===== src/rtl/y86_instr_packer.sv =====
// y86_instr_packer
// Takes one decoded Y86-64 instruction (icode, ifun, rA, rB, valC) and writes
// its encoded byte stream into instruction memory, one byte per cycle, at an
// auto-incrementing byte address. This is the inverse of the fetch-stage
// byte splitter.
//
// Ports
//   clk, rst_n              clock, async active-low reset
//   in_valid / in_ready     instruction handshake (fields sampled at accept)
//   icode, ifun, rA, rB     decoded instruction fields
//   valC                    constant word, emitted little-endian
//   base_load, base_addr    reload the write pointer (honored only when idle)
//   mem_we / mem_ready      byte write handshake
//   mem_addr, mem_byte      byte address and data
//   busy                    instruction in flight
//   done                    one-cycle pulse after the last byte is accepted
//   err                     one-cycle pulse after an instruction is rejected
//
// Build option: define Y86_IFUN_CHECK_EN to reject ifun values that are not
// legal for the given icode. Without it, only icode C..F is rejected.
module y86_instr_packer #(
  parameter int ADDR_W = 64
) (
  input  logic              clk,
  input  logic              rst_n,
  input  logic              in_valid,
  output logic              in_ready,
  input  logic [3:0]        icode,
  input  logic [3:0]        ifun,
  input  logic [3:0]        rA,
  input  logic [3:0]        rB,
  input  logic [63:0]       valC,
  input  logic              base_load,
  input  logic [ADDR_W-1:0] base_addr,
  output logic              mem_we,
  input  logic              mem_ready,
  output logic [ADDR_W-1:0] mem_addr,
  output logic [7:0]        mem_byte,
  output logic              busy,
  output logic              done,
  output logic              err
);

  typedef enum logic {IDLE, EMIT} state_t;

  state_t            state, state_nx;
  logic [ADDR_W-1:0] ptr;
  // Encoded instruction held as a byte shift register: byte 0 in [7:0],
  // shifted down by one byte on each accepted write.
  logic [79:0]       img;
  logic [3:0]        left;      // bytes still to be written

  logic [79:0]       img_new;
  logic [3:0]        len_new;
  logic              ok;
  logic              accept;
  logic              hs;

  // Encode the presented fields into a byte image and a length.
  always_comb begin
    img_new = '0;
    len_new = 4'd0;
    ok      = 1'b1;
    case (icode)
      4'h0, 4'h1, 4'h9: begin
        img_new[7:0] = {icode, ifun};
        len_new      = 4'd1;
      end
      4'h2, 4'h6, 4'hA, 4'hB: begin
        img_new[15:0] = {rA, rB, icode, ifun};
        len_new       = 4'd2;
      end
      4'h7, 4'h8: begin
        img_new[71:0] = {valC, icode, ifun};
        len_new       = 4'd9;
      end
      4'h3, 4'h4, 4'h5: begin
        img_new = {valC, rA, rB, icode, ifun};
        len_new = 4'd10;
      end
      default: ok = 1'b0;
    endcase
`ifdef Y86_IFUN_CHECK_EN
    case (icode)
      4'h6:       if (ifun > 4'd3) ok = 1'b0;
      4'h2, 4'h7: if (ifun > 4'd6) ok = 1'b0;
      default:    if (ifun != 4'd0) ok = 1'b0;
    endcase
`endif
  end

  assign accept = in_valid && in_ready;
  assign hs     = (state == EMIT) && mem_ready;

  // Next state and outputs.
  always_comb begin
    state_nx = state;
    in_ready = 1'b0;
    mem_we   = 1'b0;
    mem_addr = '0;
    mem_byte = 8'h00;
    busy     = 1'b0;
    case (state)
      IDLE: begin
        // Gated by rst_n so in_ready reads 0 while reset is held.
        in_ready = rst_n;
        if (accept && ok) state_nx = EMIT;
      end
      EMIT: begin
        mem_we   = 1'b1;
        mem_addr = ptr;
        mem_byte = img[7:0];
        busy     = 1'b1;
        if (hs && left == 4'd1) state_nx = IDLE;
      end
      default: state_nx = IDLE;
    endcase
  end

  always_ff @(posedge clk or negedge rst_n) begin
    if (!rst_n) begin
      state <= IDLE;
      ptr   <= '0;
      img   <= '0;
      left  <= '0;
      done  <= 1'b0;
      err   <= 1'b0;
    end else begin
      state <= state_nx;
      done  <= 1'b0;
      err   <= 1'b0;
      if (state == IDLE) begin
        // base_load takes effect before a same-cycle accept: the first byte
        // is emitted next cycle from the freshly loaded ptr.
        if (base_load) ptr <= base_addr;
        if (accept) begin
          if (ok) begin
            img  <= img_new;
            left <= len_new;
          end else begin
            err <= 1'b1;
          end
        end
      end else if (hs) begin
        ptr  <= ptr + ADDR_W'(1);
        img  <= {8'h00, img[79:8]};
        left <= left - 4'd1;
        done <= (left == 4'd1);
      end
    end
  end

endmodule


===== config.mk =====
export PLATFORM = sky130hd
export DESIGN_NAME = y86_instr_packer
export DESIGN_NICKNAME = d
export VERILOG_FILES = /design/src/rtl/y86_instr_packer.sv
export SDC_FILE = /design/constraint.sdc
export NUM_CORES = 1
export LEC_CHECK = 0
export CAP_MARGIN = 20
export CORE_MARGIN = 4
export CORE_UTILIZATION = 47
export CTS_BUF_LIST = sky130_fd_sc_hd__clkbuf_8
export DETAILED_ROUTE_END_ITERATION = 16
export GPL_TIMING_DRIVEN = 0
export PLACE_DENSITY = 0.8
export RECOVER_POWER = 50
export SETUP_SLACK_MARGIN = 0.2
export SYNTH_ARGS = -nofsm -noshare
export SYNTH_HDL_FRONTEND = slang
export SYNTH_SLANG_ARGS = --single-unit

===== constraint.sdc =====
create_clock -name clk -period 2.2 [get_ports clk]
set_input_delay 0.33 -clock clk [delete_from_list [all_inputs] [get_ports clk]]
set_output_delay 0.33 -clock clk [all_outputs]
set_load 0.03 [all_outputs]

==> results.json <==
{
  "worstHoldPathType": "input pin to asynchronous set/reset pin",
  "powerDensity_nw_per_um2": 1463,
  "drc_marker_count_from_the_first_detailed_route_iteration": 1642,
  "wl_um": 42840,
  "leakage_uw": 0.005952,
  "cp-end-kind": "register",
  "max_cap_violations": 0,
  "initial_utilization_pct": 47.99,
  "gp_routability_congestion": 0.9482,
  "warnings_synthesis": 0,
  "synthesis.instances": 1080,
  "hold_viol_final": 68,
  "synth_top_flop_cell": "dfrtp_1",
  "first_pass_grt_wire_length_um": 59110,
  "finalCritPeriodShare_pct": 112.5,
  "ff_latch_area_um2": 3806,
  "synthArstFlopShare_pct": 100.0,
  "final.setup.worst_slack_ns": -0.2758,
  "ios": 226,
  "synth-edff-count": 0,
  "synth.ff_latch_count": 151,
  "fp-row-count": 50,
  "vias": 11590,
  "yosysUniqueCellTypes": 61,
  "yosysSeqAreaShare_pct": 41.82,
  "die_h_um": 146.7,
  "failing_checks": "negative hold slack, negative setup slack",
  "io_buffers": 224,
  "synth_fp_nets": 1232,
  "synthesis.area_um2": 9036,
  "die-area_um2": 21510,
  "fillCellCount": 1211,
  "cts.path.max_buffers": 2,
  "timing.setup.tns_ns": -3.922,
  "clock_insertion_delay_worst_skew_ns": 0.50,
  "synth_largest_type_area_fraction_pct": 41.82,
  "fmax_ghz": 0.4039,
  "status": "complete, but fails checks",
  "startpoint_class_of_the_critical_path": "register",
  "core_region_area_um2": 18830,
  "gr-usage-all-layers_pct": 34.68,
  "overall_die_width_um": 146.7,
  "first_global_vias": 10590,
  "crit_arrival_ns": 2.86,
  "synth_area_leader_cell": "dfrtp_1",
  "cts_tree": "yes",
  "worst_case_vdd_ir_drop_mv": 0.6929,
  "wl_per_cell_um": 24.99,
  "grt_overflow": 0,
  "clock_skew_ns": 0.02255,
  "final_cells": 1714,
  "number_of_antenna_violations_at_the_first_check_in_global_routing": 5,
  "detailedRoute.firstPassIterationCount": 6,
  "hold_slack_final_ns": -0.2939,
  "setup_viol_count_final": 66,
  "worst-endpoint-required_ns": 2.59,
  "post-dp-hpwl_um": 26460,
  "syn_to_final_growth_pct": 58.39,
  "remaining_number_of_nets_flagged_by_the_antenna_check_after_routing": 0,
  "rsz0062_at_grt": "true",
  "via_per_inst": 6.760,
  "ys_top_cells_by_area": "dfrtp_1 (42%), o21ai_0 (9.2%), nand2_1 (6.1%)",
  "worst-path-max-fanout": 2,
  "grt_start_max_net_pins": 72,
  "syn_area_per_cell_um2": 8.367,
  "cts_root_buf": "clkbuf_8",
  "final-max-slew-violation-count": 0,
  "number_of_remaining_drc_errors": 0,
  "post_route_cells_drive_above_1_share_pct": 30.76,
  "slew-limit-headroom_pct": 24.36,
  "layout_min_cycle_time_ns": 2.476,
  "multi_input_combinational_cell_area_um2": 5509,
  "number_of_clock_buffers_inserted_by_tritoncts": 17,
  "placed_cells": 1566,
  "sinks_on_the_clock_net": 151,
  "max_slew.worst_pin.slew_ns": 1.135,
  "timing.setup.critical_path_class": "register to register",
  "clk_pin_slew_worst_paths_ns": 0.11,
  "ctsHtreeMaxLevel": 4,
  "design.final.nets": 1589
}
-- cell usage after synthesis, drive strengths merged, types with 12 or more instances --
library cell / n
a21oi: 44
a221oi: 58
a31oi: 17
and2: 72
and3: 27
buf: 12
clkbuf: 79
dfrtp: 151
nand2: 148
nand3: 50
nand4: 23
nor2: 40
nor4: 14
o21ai: 167
o31ai: 15
or4: 25
-- per-layer routing --
layer | wire [um] | vias up | share of wire (%) | global-route usage, %
met5 | 13 | - | 0.030 | 0
met4 | 3100 | 2 | 7.2 | 19.57
met3 | 5578 | 318 | 13 | 8.876
met2 | 19290 | 1059 | 45 | 54.57
met1 | 14860 | 5425 | 35 | 43.47
li1 | - | 4783 | - | -
-- metrics by stage --
stage	hold WS (ns)	cell area, um^2	util, %	total power (uW)	setup slack [ns]
final	-0.2939	14310	76.01	20940	-0.2758
after global routing	-0.2553	14310	75.99	21650	-0.2574
after detailed placement	0.3289	11700	62.14	14710	-1.312
after global placement	0.4562	11660	61.94	14470	-6.279
after floorplan	0.03441	9096	-	10750	-0.0007687
after CTS	-0.2562	13330	70.77	18620	-0.1144
-- repair_timing --
item / CTS / global route
setup endpoints to repair: 224 / 202
gates resized for setup: 705 / 234
hold endpoints to repair: 68 / 68
cloned: 2 / 7
pin swaps: 34 / 56
setup buffers: 49 / 54
-- state kept, by name, indices dropped and copies added (netlist names) --
signal  flops
left        4
done        1
state       1
img        80
ptr        64
err         1
-- cell usage in the layout, fill, tap and decap left out, types with 26 or more instances in the layout --
| cell | count |
|---|---|
| clkbuf_1 | 26 |
| and3_1 | 26 |
| o21ai_0 | 142 |
| a21oi_1 | 41 |
| and2_4 | 58 |
| a221oi_1 | 58 |
| dfrtp_1 | 129 |
| nor2_1 | 31 |
| nand2_1 | 144 |
| clkdlybuf4s50_1 | 143 |
| buf_4 | 90 |
| buf_6 | 96 |
| nand3_1 | 34 |
-- final cells by class --
type | instances | share of cell area [%]
timing repair buffer | 338 | 23.23
tap | 260 | 2.273
multi-input combinational | 827 | 38.49
antenna | 4 | 0.06994
sequential | 151 | 26.59
buffer | 91 | 6.277
inverter | 11 | 0.3235
clock inverter | 15 | 1.110
clock buffer | 17 | 1.635
-- path summary, 6_finish.rpt --
| path | slack [ns] | from | cells past startpoint | to |
|---|---|---|---|---|
| hold / removal | -0.29 | rst_n | 1 | ptr[17] |
| setup / recovery | -0.28 | ptr[46] | 5 | ptr[54] |
| setup reg to reg | -0.28 | ptr[46] | 5 | ptr[54] |
| min in group clk | 0.37 | icode[2] | 3 | err |
| max in group asynchronous | 0.96 | rst_n | 2 | ptr[10] |
| hold reg to reg | 0.48 | img[68] | 2 | img[68] |
-- cells by family (layout without fill, tap and decap cells) --
family / count (synthesis) / count (layout) / synth area share, %
AOI/OAI and AO/OA: 383 / 383 / 27.13
and+or+nand+nor: 431 / 431 / 25.24
adders and majority gates: 3 / 3 / 0.4154
other: 0 / 4 / 0
buffers and inverters: 102 / 472 / 4.320
DFF: 151 / 151 / 41.82
xor gates and xnor gates: 3 / 3 / 0.2908
muxes: 7 / 7 / 0.7893
-- critical path: stages (launching register included) --
cell and delay, ns:
dfrtp_1 0.42, nand4_1 0.24, or4_4 0.59, or4_4 0.46
o311a_1 0.31, or3_1 0.35
-- report_power, final --
| part | switching [uW] | total, uW | internal [uW] | leakage, uW |
|---|---|---|---|---|
| combinational | 7410 | 13400 | 5990 | 0.00395 |
| sequential | 1320 | 5340 | 4020 | 0.00181 |
| clock | 1350 | 2200 | 848 | 0.000192 |
No activity file was read; power rests on OpenSTA's default activity.
